### config.mk
export PLATFORM = sky130hd
export DESIGN_NAME = nrisc_firq_ctrl
export DESIGN_NICKNAME = d
export VERILOG_FILES = /design/src/rtl/nrisc_firq_ctrl.sv
export SDC_FILE = /design/constraint.sdc
export NUM_CORES = 1
export LEC_CHECK = 0
export ABC_AREA = 1
export CORE_AREA = 3 3 104 106
export CTS_BUF_LIST = sky130_fd_sc_hd__clkbuf_16
export DETAILED_ROUTE_END_ITERATION = 10
export DIE_AREA = 0 0 107 109
export SYNTH_ARGS = -nofsm -noshare
export SYNTH_HDL_FRONTEND = slang
export SYNTH_SLANG_ARGS = --single-unit
### constraint.sdc
create_clock -name clk -period 1.51 [get_ports clk]
set_input_delay 0.302 -clock clk [delete_from_list [all_inputs] [get_ports clk]]
set_output_delay 0.302 -clock clk [all_outputs]
set_load 0.005 [all_outputs]
### src/rtl/nrisc_firq_ctrl.sv
// Fast-interrupt (FIRQ) sequencer for the NRISC core.
// Latches rising edges on the interrupt lines and picks the lowest-index
// enabled source. It waits for the pipeline to drain, saves the user PC and
// switches to the FIRQ register bank, then redirects fetch to the vector.
// On return-from-interrupt it restores the PC and the user bank.

module nrisc_firq_ctrl #(
    parameter int              TAM        = 16,
    parameter int              N_IRQ      = 4,
    parameter logic [TAM-1:0]  VEC_BASE   = 16'h0010,
    parameter int              VEC_STRIDE = 4
) (
    input  logic             clk,
    input  logic             rst,
    input  logic [N_IRQ-1:0] irq_req,
    input  logic [N_IRQ-1:0] irq_en,
    input  logic             glb_en,
    input  logic             core_idle,
    input  logic             rfi,
    input  logic [TAM-1:0]   pc_in,
    output logic             irq_flag,
    output logic             pc_load,
    output logic [TAM-1:0]   pc_out,
    output logic [N_IRQ-1:0] irq_ack,
    output logic [2:0]       irq_id,
    output logic             busy
);

    typedef enum logic [2:0] {
        S_IDLE   = 3'd0,
        S_DRAIN  = 3'd1,
        S_ENTER  = 3'd2,
        S_ACTIVE = 3'd3,
        S_EXIT   = 3'd4,
        S_RETURN = 3'd5
    } state_t;

    state_t           state, state_nxt;

    logic [N_IRQ-1:0] pending, pending_nxt;
    logic [N_IRQ-1:0] req_prev;
    logic [N_IRQ-1:0] req_rise;
    logic [N_IRQ-1:0] clr;
    logic [TAM-1:0]   saved_pc, saved_pc_nxt;

    logic             cand_vld;
    logic [2:0]       cand_idx;
    logic [N_IRQ-1:0] cand_oh;
    logic [TAM-1:0]   vec_addr;

    logic             irq_flag_nxt;
    logic             pc_load_nxt;
    logic [TAM-1:0]   pc_out_nxt;
    logic [N_IRQ-1:0] irq_ack_nxt;
    logic [2:0]       irq_id_nxt;

    // Fixed-priority pick: scan downwards so the lowest enabled index wins.
    always_comb begin
        cand_vld = 1'b0;
        cand_idx = 3'd0;
        for (int i = N_IRQ - 1; i >= 0; i--) begin
            if (pending[i] && irq_en[i]) begin
                cand_vld = 1'b1;
                cand_idx = 3'(i);
            end
        end
        cand_vld = cand_vld & glb_en;
        for (int i = 0; i < N_IRQ; i++) begin
            cand_oh[i] = (cand_idx == 3'(i));
        end
        vec_addr = VEC_BASE + TAM'(cand_idx) * TAM'(VEC_STRIDE);
    end

    // Next-state and registered-output decode; a new edge beats a same-cycle clear.
    always_comb begin
        state_nxt    = state;
        irq_flag_nxt = irq_flag;
        pc_load_nxt  = pc_load;
        pc_out_nxt   = pc_out;
        irq_ack_nxt  = irq_ack;
        irq_id_nxt   = irq_id;
        saved_pc_nxt = saved_pc;
        clr          = '0;
        req_rise     = irq_req & ~req_prev;

        case (state)
            S_IDLE: begin
                if (cand_vld) state_nxt = S_DRAIN;
            end
            S_DRAIN: begin
                if (!cand_vld) begin
                    state_nxt = S_IDLE;
                end else if (core_idle) begin
                    state_nxt    = S_ENTER;
                    irq_id_nxt   = cand_idx;
                    saved_pc_nxt = pc_in;
                    pc_out_nxt   = vec_addr;
                    irq_flag_nxt = 1'b1;
                    pc_load_nxt  = 1'b1;
                    irq_ack_nxt  = cand_oh;
                    clr          = cand_oh;
                end
            end
            S_ENTER: begin
                state_nxt   = S_ACTIVE;
                pc_load_nxt = 1'b0;
                irq_ack_nxt = '0;
            end
            S_ACTIVE: begin
                if (rfi) state_nxt = S_EXIT;
            end
            S_EXIT: begin
                if (core_idle) begin
                    state_nxt    = S_RETURN;
                    pc_out_nxt   = saved_pc;
                    pc_load_nxt  = 1'b1;
                    irq_flag_nxt = 1'b0;
                end
            end
            S_RETURN: begin
                state_nxt   = S_IDLE;
                pc_load_nxt = 1'b0;
            end
            default: begin
                state_nxt = S_IDLE;
            end
        endcase

        pending_nxt = (pending & ~clr) | req_rise;
    end

    // State, pending/edge tracking and registered outputs; reset returns to the user bank.
    always_ff @(posedge clk or posedge rst) begin
        if (rst) begin
            state    <= S_IDLE;
            pending  <= '0;
            req_prev <= '0;
            saved_pc <= '0;
            irq_flag <= 1'b0;
            pc_load  <= 1'b0;
            pc_out   <= '0;
            irq_ack  <= '0;
            irq_id   <= 3'd0;
        end else begin
            state    <= state_nxt;
            pending  <= pending_nxt;
            req_prev <= irq_req;
            saved_pc <= saved_pc_nxt;
            irq_flag <= irq_flag_nxt;
            pc_load  <= pc_load_nxt;
            pc_out   <= pc_out_nxt;
            irq_ack  <= irq_ack_nxt;
            irq_id   <= irq_id_nxt;
        end
    end

    assign busy = (state != S_IDLE);

endmodule
Yosys cells after proc, flatten, opt, wreduce, memory -nomap -nowiden
Index checks and enable logic that the tools add are counted.
- input bits: 29
- flip-flop bits (word level): 52
- logic and storage cells: 77
- reduce and logical (&&, ||, !) cells: 16
- equal/unequal tests: 14
- add/subtract/negate cells: 1
- mux-type cells: 31
- bitwise gates (word level): 6
- operator list (operator ; count):
    $mux W16 ; 3
    $pmux W16 S2 ; 1
    $mux W3 ; 8
    $mux W4 ; 5
    $pmux W3 S5 ; 1
    $eq A3 B2 Y1 const B ; 4
    $ne A2 B2 Y1 const B ; 5
    $mux W1 ; 9
    $and A4 B4 Y4 ; 2
    $not A4 Y4 ; 2
    $pmux W4 S2 ; 1
    $reduce_and A4 Y1 ; 2
    $add A5 B5 Y6 const A ; 1
    $eq A3 B1 Y1 const B ; 2
    $eq A3 B3 Y1 const B ; 2
    $logic_not A3 Y1 ; 2
    $reduce_and A3 Y1 ; 2
    $reduce_bool A3 Y1 ; 2
    $logic_and A1 B1 Y1 ; 4
    $or A4 B4 Y4 ; 1
    $reduce_bool A2 Y1 ; 2
    $ne A3 B3 Y1 const B ; 1
    $pmux W1 S3 ; 1
    $mux W2 ; 1
    4 further kinds ; 4

Depth between registers and ports, before layout
Gate-level depths: netlist of the first run.
- depth after elaboration: 12
- depth in mapped cells: 9
- mapped depth without buffers: 9

Worst setup path before layout of the first run
Ideal clock, no wire load.
- kind: reg-to-reg
- start point: register pending[2]
- end point: register irq_id[1]
- cell stages (with the launch flop): 10
- path slack: 175 ps
- arrival: 1218 ps
- buffers on the path: 1
- cells stage by stage: dfrtp_1 nand2_2 nand2_1 o21ai_4 nor2_8 nand2_8 inv_8 buf_8 nand2_1 nand2_1
- word-level cells in the longest chain between the ends: 6
- RTL lines (item ; line ; RTL):
    start: declaration ; 40 ; logic [N_IRQ-1:0] pending, pending_nxt;
    start signal: assignment ; 146 ; pending <= pending_nxt;
    $logic_and A1 B1 Y1 * ; 62 ; if (pending[i] && irq_en[i]) begin
    $mux W1 (3 in series) ; 62 ;
    $and A1 B1 Y1 ; 67 ; cand_vld = cand_vld & glb_en;
    $reduce_and A3 Y1 (no source line) ; -- ;
    end signal: assignment ; 153 ; irq_id <= irq_id_nxt;
    end: declaration ; 25 ; output logic [2:0] irq_id,
Mark *: on every way between the ends. The rest lies on a longest branch, timed or not.
A chain may end at the register's enable or synchronous reset.

Worst setup path after layout of the first run
- start point: register pc_out[1]
- end point: output pc_out[1]
- RTL lines (item ; line ; RTL):
    start: declaration ; 23 ; output logic [TAM-1:0] pc_out,
    start signal: assignment ; 151 ; pc_out <= pc_out_nxt;
No word-level cell between the ends.

==> impl_metrics.py, run 1 <==
metrics = {
    "floorplanning": {
        "design.die.area_um2": 11700,
        "initial_core_util_pct": 23.0,
        "io-pin-count": 55,
        "die_h_um": 109,
        "fp.dieW_um": 107,
        "core_area_um2": 9860,
        "fp-row-count": 36,
    },
    "synthesis": {
        "ys_seq_area_share_pct": 56.1,
        "synth_area_leaders": "dfrtp_1, nand2_1, nand3_1, inv_1, nand4_1",
        "synth-edff-count": 0,
        "synth_top_cell_by_area": "dfrtp_1",
        "netlist_area_um2": 2270,
        "ys.warnings.count": 0,
        "synthCells": 264,
        "yosys_register_bits": 51,
        "synthArstFlopShare_pct": 100,
        "synth_top_area_share_pct": 56.1,
        "synth_cell_types": 27,
        "syn_avg_cell_area_um2": 8.61,
        "syn_nets": 293,
        "ys_dominant_reg_cell": "dfrtp_1",
    },
    "critical_path": {
        "path_class": "reg2out",
        "worstSetupStartpointType": "register",
        "arrival_ns": 1.18,
        "crit_fanout": 2,
        "cp.required_ns": 1.21,
        "critPathCaptureType": "output port",
        "crit_chain": "clkdlybuf4s50_1",
        "crit_path_top_delay_cell": "clkdlybuf4s50_1",
        "cp_top_family": "buffers and inverters",
        "critPathMaxStageDelay_ns": 0.53,
        "cp_num_buf_inv": 1,
    },
    "power": {
        "ir_drop_uv": 524,
        "p_leak_nw": 1.81,
        "p_per_area_nw_per_um2": 1670,
    },
    "detailed_routing": {
        "antenna_left": 0,
        "vias": 1977,
        "wirelength_um": 5650,
        "viasPerCell": 4.13,
        "dr.pass1.iters": 4,
        "post_drt_wl_per_cell_um": 11.8,
        "drt_first_iter_violations": 95,
        "drc": 0,
    },
    "placement": {
        "io_buffers": 53,
        "placed_cells": 467,
        "place.gp.congestion": 0.766,
        "dp.final_hpwl_um": 4260,
        "place_ws_ns": -0.245,
    },
    "global_route": {
        "antenna_found_initial": 0,
        "overflow": 0,
        "track_usage_pct": 10.2,
        "first_global_vias": 1916,
        "grt_pass1_wl_um": 9400,
        "grt_max_degree": 22,
    },
    "flow_run": {
        "maxCapViolations": 0,
    },
    "timing": {
        "min_period_over_period_pct": 97.9,
        "finalMaxSlewViolations": 0,
        "fmax_mhz": 676,
        "hold_violations": 0,
        "setup_ws_ns": 0.0315,
        "setup_violations": 0,
        "fin_worst_skew_ns": 0.00269,
        "period_needed_ns": 1.48,
    },
    "cells_and_area": {
        "area_delta_synth_final_pct": 48.8,
        "fin_cells": 479,
        "n_fill_cell": 1003,
        "final_common_cell": "nand2_1",
        "final_cell_mix": "nand2_1, dfrtp_1, clkdlybuf4s50_1, buf_4, nand3_1",
        "layout-drive-gt1-share_pct": 15.6,
        "antenna_cells": 0,
        "nets": 374,
    },
    "clock_tree": {
        "clkLatencyLatePin_ns": 0.29,
        "clockRootBuffer": "clkbuf_16",
        "htreeDepth": 2,
        "numCtsBuffers": 5,
        "cts.sinks": 51,
        "cts_tree": "built",
        "clkTransAtPathRegs_ns": 0.07,
        "clockBufferDepth": 2,
    },
    "worst_hold_path": {
        "hp-class": "in2async",
    },
    "status": {
        "outcome": "finished clean",
    },
}
-- registers in the layout, summed over array words and instances (netlist names) --
register / cells
state: 3
pc_load: 1
pending: 4
saved_pc: 16
req_prev: 4
irq_id: 2
irq_ack: 4
irq_flag: 1
pc_out: 16
-- synthesized netlist by cell type (2+ instances only) --
library cell  count
a21oi_1           3
buf_2             2
buf_4             2
buf_6             3
dfrtp_1          51
inv_1            15
inv_2             2
nand2_1         128
nand3_1          24
nand4_1           8
nor2_1            4
o21a_1            2
o21ai_0           6
-- metal layers --
metal	global-route usage [%]	wire length [um]	up-vias
li1	-	-	1005
met1	13.8	2730	928
met2	16.1	2650	39
met3	2.13	177	5
met4	3.74	86	0
met5	0	0	-
-- report_power, final --
group	switching (mW)	internal (mW)	leakage, nW
clock network	0.488	0.782	0.0818
registers	0.310	1.91	0.638
logic	1.00	1.17	1.09
-- worst paths after layout --
check,from,end,slack [ns],cells after the start
min reg2reg,saved_pc[12],pc_out[12],0.47,2
min in group clk,saved_pc[12],pc_out[12],0.47,2
min,rst,pc_out[7],0.36,2
max,pc_out[1],pc_out[1],0.03,1
max in group asynchronous,rst,state[2],0.75,3
max reg2reg,state[1],pc_out[1],0.10,8
-- logic make-up (layout without fill, tap and decap cells) --
kind of cell	after synthesis	after routing	synth area share, %
flops	51	51	56.1
other cells	1	1	0.165
simple gates	171	171	32.8
compound gates	15	15	4.35
buf+inv	26	108	6.55
-- area by class of cell --
type / count / area (um2) / area share, %
repair buffers: 82 / 821 / 24.3
flip-flops and latches: 51 / 1280 / 37.7
well taps: 133 / 166 / 4.92
clock buffers: 5 / 125 / 3.70
multi-input cells: 187 / 868 / 25.7
inverters: 18 / 83.8 / 2.48
clock inverters: 3 / 42.5 / 1.26
-- repair_timing --
| item | 4_1_cts | 5_1_grt |
|---|---|---|
| pin swaps | 1 | 3 |
| endpoints found under the hold margin | 0 | 0 |
| gates resized for setup | 2 | 21 |
| hold buffers | 0 | 0 |
| buffers inserted | 2 | 2 |
| endpoints found under the setup margin | 2 | 30 |
| gates cloned | 0 | 0 |
-- through the flow --
| stage | cell area (um2) | TNS [ns] | util [%] | power [mW] | hold WS, ns |
|---|---|---|---|---|---|
| global placement | 3140 | -8.94 | 31.8 | 4.33 | 0.453 |
| detailed placement | 3140 | -9.40 | 31.8 | 4.38 | 0.458 |
| floorplan | 2280 | 0 | - | 3.22 | 0.333 |
| global route | 3380 | -0.0316 | 34.3 | 6.12 | 0.385 |
| finish | 3380 | 0 | 34.3 | 5.66 | 0.359 |
| CTS | 3320 | 0 | 33.7 | 5.73 | 0.362 |
No activity file was read; power rests on OpenSTA's default activity.
==> inputs of run 2 (changes only) <==
- ABC_CLOCK_PERIOD_IN_PS: not set -> 1510
- CORE_AREA: 3 3 104 106 -> 3 3 76 78
- DIE_AREA: 0 0 107 109 -> 0 0 79 81
- PLACE_DENSITY: not set -> 0.74
==> impl_metrics.py, run 2 (synthesis gave the netlist of run 1 again) <==
metrics = {
    "status": {
        "outcome": "finished clean",
    },
    "timing": {
        "period_needed_ns": 1.48,
        "min_period_over_period_pct": 98.0,
        "hold_violations": 0,
        "fin_worst_skew_ns": 0.00718,
        "setup_ws_ns": 0.0302,
        "whs_ns": 0.419,
        "fmax_mhz": 676,
        "finalMaxSlewViolations": 0,
        "setup_violations": 0,
        "tns_ns": 0,
        "grt_setup_unrepaired": "yes",
    },
    "critical_path": {
        "r2r-start": "state[1]",
        "crit_chain": "clkdlybuf4s50_1 > nand2_1 > nand2_1 > o21ai_4 > nor2_8 > buf_4 > nand2_4 > nand2_1 > nand2_1",
        "cp_common_cell": "nand2_1",
        "cp_num_buf_inv": 2,
        "path_class": "in2reg",
        "critPathMaxStageDelay_ns": 0.46,
        "r2r_slack_ns": 0.04,
        "crit_start": "irq_en[3]",
        "cp_top_family": "simple AND/OR/NAND/NOR gates",
        "worstSetupStartpointType": "input port",
        "crit_path_top_delay_cell": "clkdlybuf4s50_1",
        "critPathCaptureType": "register",
        "arrival_ns": 1.66,
        "cp.required_ns": 1.69,
        "crit_fanout": 5,
    },
    "clock_tree": {
        "clockRootBuffer": "clkbuf_16",
        "cts_hold_buf": 0,
        "cts_tree": "built",
        "clkTransAtPathRegs_ns": 0.07,
        "cts.sinks": 51,
        "clkLatencyLatePin_ns": 0.29,
        "htreeDepth": 2,
        "clockBufferDepth": 2,
        "numCtsBuffers": 5,
    },
    "detailed_routing": {
        "dr.pass1.iters": 5,
        "drt_first_iter_violations": 147,
        "wirelength_um": 5600,
        "vias": 2038,
        "drc": 0,
        "post_drt_wl_per_cell_um": 13.5,
        "viasPerCell": 4.90,
        "antenna_left": 0,
    },
    "worst_hold_path": {
        "hp-class": "in2async",
    },
    "floorplanning": {
        "fp-row-count": 26,
        "fp.dieW_um": 79,
        "io-pin-count": 55,
        "die_h_um": 81,
        "design.die.area_um2": 6400,
        "initial_core_util_pct": 44.2,
        "core_area_um2": 5140,
    },
    "placement": {
        "place_ws_ns": -0.297,
        "io_buffers": 53,
        "place_area_um2": 2990,
        "dp.final_hpwl_um": 3500,
        "place.gp.congestion": 0.860,
    },
    "flow_run": {
        "maxCapViolations": 0,
    },
    "power": {
        "switching_share_pct": 32.7,
        "p_comb_share_pct": 39.3,
        "p_clk_share_pct": 22.4,
        "netSwitchingPower_mw": 1.89,
        "internal-power_mw": 3.89,
        "p_per_area_nw_per_um2": 1740,
        "p_leak_nw": 1.72,
        "ir_drop_uv": 680,
        "seqPwrFrac_pct": 38.3,
    },
    "cells_and_area": {
        "n_fill_cell": 439,
        "area_delta_synth_final_pct": 46.2,
        "antenna_cells": 0,
        "regArea_um2": 1280,
        "final_common_cell": "nand2_1",
        "reg_top3": "pc_out x16, saved_pc x16",
        "layout-drive-gt1-share_pct": 16.2,
        "nets": 374,
        "multiInputGateArea_um2": 941,
        "stdcell_area_um2": 3320,
        "final_cell_mix": "nand2_1, dfrtp_1, clkdlybuf4s50_1, nand3_1, buf_4",
    },
    "global_route": {
        "track_usage_pct": 17.9,
        "overflow": 0,
        "first_global_vias": 1966,
        "antenna_found_initial": 0,
        "grt_max_degree": 52,
        "grt_pass1_wl_um": 9030,
    },
}
run 2: power by group through the flow:
stage	Clock (mW)	Sequential, mW	Combinational (mW)
floorplan	0	2.22	0.998
global placement	0	2.21	2.00
detailed placement	0	2.22	2.05
CTS	1.32	2.21	2.08
global route	1.38	2.28	2.56
finish	1.30	2.21	2.27
run 2: final cells by class:
class	instances	share of cell area, %
timing repair inverter	1	0.263
multi-input combinational	191	28.3
clock inverter	3	1.39
sequential	51	38.4
timing repair buffer	77	22.7
clock buffer	5	3.76
tap	70	2.63
inverter	18	2.60
run 2: per-layer routing:
layer / share of wire (%) / GRT usage, %
met2: 51 / 31.2
met5: 0 / 0
met3: 5.2 / 3.33
met4: 1.6 / 6.01
met1: 43 / 22.4
run 2: repair_timing:
action / CTS / global route
hold endpoints to repair: 0 / 0
setup buffers: 0 / 5
cloned: 1 / 4
endpoints found under the setup margin: 3 / 45
pin swaps: 2 / 5
resized for setup: 3 / 18
run 2: path summary, 6_finish.rpt:
| path | endpoint | cells past startpoint |
|---|---|---|
| setup / recovery | saved_pc[12] | 9 |
| hold / removal | pc_out[2] | 3 |
| setup reg to reg | saved_pc[12] | 8 |
| hold reg to reg | irq_ack[0] | 2 |
| max in group asynchronous | saved_pc[3] | 3 |
| min in group clk | irq_ack[0] | 2 |
run 2: worst min-delay path: cells and delay by family:
family,cells,cell delay (ns)
buf+inv,3,0.80
run 2: through the flow:
stage	std cells	total power, mW	utilization, %
3_3_place_gp	398	4.21	58.2
5_1_grt	416	6.21	64.7
3_5_place_dp	398	4.27	58.2
6_report	416	5.78	64.7
2_1_floorplan	264	3.22	-
4_1_cts	407	5.60	61.8
==> inputs of run 3 (changes only) <==
- CAP_MARGIN: not set -> 20
- CORE_AREA: 3 3 76 78 -> 3 3 63 80
- DIE_AREA: 0 0 79 81 -> 0 0 66 83
- DONT_BUFFER_PORTS: not set -> 1
- PLACE_DENSITY: 0.74 -> 0.69
==> impl_metrics.py, run 3 (synthesis gave the netlist of run 1 again) <==
metrics = {
    "clock_tree": {
        "clockBufferDepth": 2,
        "postCtsSetupBuffers": 0,
        "htreeDepth": 2,
        "clkLatencyLatePin_ns": 0.28,
        "numCtsBuffers": 5,
        "cts.sinks": 51,
        "clkTransAtPathRegs_ns": 0.07,
        "clockRootBuffer": "clkbuf_16",
        "cts_tree": "built",
    },
    "critical_path": {
        "worstSetupStartpointType": "register",
        "crit_chain": "nor2_4 > nand2_4 > nor2_8 > nand2_8 > buf_12 > nand3_1 > nand2_1",
        "crit_path_top_delay_cell": "dfrtp_2",
        "critPathCaptureType": "register",
        "crit_fanout": 14,
        "critPathMaxStageDelay_ns": 0.45,
        "r2r-start": "state[1]",
        "arrival_ns": 1.58,
        "crit_start": "state[1]",
        "cp.required_ns": 1.68,
        "path_class": "reg2reg",
    },
    "floorplanning": {
        "core_area_um2": 4360,
        "design.die.area_um2": 5480,
        "io-pin-count": 55,
        "initial_core_util_pct": 52.2,
        "fp.dieW_um": 66,
        "fp-row-count": 27,
        "die_h_um": 83,
    },
    "detailed_routing": {
        "dr.pass1.iters": 4,
        "drc": 0,
        "wirelength_um": 4690,
        "drt_first_iter_violations": 76,
        "vias": 1710,
        "viasPerCell": 5.14,
        "post_drt_wl_per_cell_um": 14.1,
        "antenna_left": 0,
    },
    "global_route": {
        "track_usage_pct": 18.6,
        "antenna_found_initial": 0,
        "overflow": 0,
        "grt_max_degree": 52,
        "first_global_vias": 1690,
        "grt_pass1_wl_um": 7970,
    },
    "timing": {
        "hold_violations": 0,
        "grt_setup_unrepaired": "yes",
        "fin_worst_skew_ns": 0.00377,
        "period_needed_ns": 1.40,
        "setup_violations": 0,
        "tns_ns": 0,
        "fmax_mhz": 713,
        "min_period_over_period_pct": 92.9,
        "finalMaxSlewViolations": 0,
    },
    "power": {
        "ir_drop_uv": 929,
        "netSwitchingPower_mw": 1.65,
        "p_leak_nw": 1.40,
        "p_comb_share_pct": 25.8,
        "finalPower_mw": 4.84,
        "internal-power_mw": 3.19,
        "seqPwrFrac_pct": 47.9,
        "switching_share_pct": 34.2,
        "p_clk_share_pct": 26.3,
        "p_per_area_nw_per_um2": 1880,
    },
    "cells_and_area": {
        "layout-drive-gt1-share_pct": 12.4,
        "final_common_cell": "nand2_1",
        "fin_cells": 333,
        "antenna_cells": 0,
        "multiInputGateArea_um2": 867,
        "stdcell_area_um2": 2570,
        "area_delta_synth_final_pct": 13.1,
        "fin_util_pct": 59.0,
        "final_cell_mix": "nand2_1, dfrtp_1, nand3_1, inv_1, nand4_1",
        "nets": 303,
        "reg_top3": "pc_out x16, saved_pc x16",
        "regArea_um2": 1280,
        "n_fill_cell": 400,
    },
    "worst_hold_path": {
        "hold_path.startpoint": "irq_req[3]",
        "hp-class": "in2reg",
    },
    "placement": {
        "place_area_um2": 2370,
        "dp.final_hpwl_um": 3190,
        "place.gp.congestion": 0.836,
        "placed_cells": 323,
        "io_buffers": 0,
    },
    "status": {
        "outcome": "finished clean",
    },
    "flow_run": {
        "maxCapViolations": 0,
    },
}
## run 3: cell types whose count changed in the layout (fill, tap and decap cells not counted), sizes merged, moves of 2 or more
| cell | previous run | this run |
|---|---|---|
| buf | 24 | 9 |
| nand2 | 135 | 132 |
| dlymetal6s2s | 2 | 0 |
| clkdlybuf4s50 | 50 | 0 |
## run 3: cell type report
class / count / share of cell area [%]
inverters: 18 / 3.16
clock buffers: 5 / 4.87
flip-flops and latches: 51 / 49.7
clock inverters: 3 / 1.70
repair buffers: 10 / 3.99
multi-input cells: 188 / 33.7
well taps: 58 / 2.82
## run 3: path summary, 6_finish.rpt
kind / slack (ns) / endpoint / cells after the start
max: 0.11 / pc_out[5] / 7
min: 0.04 / req_prev[3] / 0
max reg2reg: 0.11 / pc_out[5] / 7
min reg2reg: 0.47 / pending[1] / 3
max in group asynchronous: 0.72 / req_prev[0] / 3
min in group asynchronous: 0.56 / pc_out[3] / 3
## run 3: repair_timing
| item | CTS | global route |
|---|---|---|
| hold endpoints to repair | 51 | 0 |
| hold buffers | 1 | 0 |
| setup endpoints to repair | 0 | 32 |
| gates resized for setup | 0 | 9 |
## run 3: power by group through the flow
stage	registers (mW)	clock network, mW	logic [mW]
finish	2.32	1.27	1.25
global route	2.39	1.35	1.47
CTS	2.32	1.29	1.23
detailed placement	2.34	0	1.22
global placement	2.34	0	1.19
floorplan	2.22	0	0.998
## run 3: critical path, delay by kind of cell, from the launching register on
| kind | cells | cell delay [ns] |
|---|---|---|
| flops | 1 | 0.45 |
| simple gates | 6 | 0.67 |
| buf+inv | 1 | 0.16 |
## run 3: through the flow
| step | setup WS (ns) | hold WS, ns |
|---|---|---|
| floorplan | 0.175 | 0.333 |
| global placement | 0.100 | 0.263 |
| detailed placement | 0.0538 | 0.265 |
| CTS | 0.0437 | 0.0372 |
| global route | 0.0000553 | 0.0308 |
| finish | 0.107 | 0.0414 |
## run 3: routing by layer
| metal | part of all wire, % | vias to the layer above | global-route usage, % |
|---|---|---|---|
| met5 | 0 | - | 0 |
| met4 | 1.9 | 0 | 5.91 |
| met3 | 5.4 | 7 | 5.14 |
| met2 | 51 | 36 | 30.6 |
| met1 | 42 | 807 | 23.4 |
| li1 | - | 860 | - |
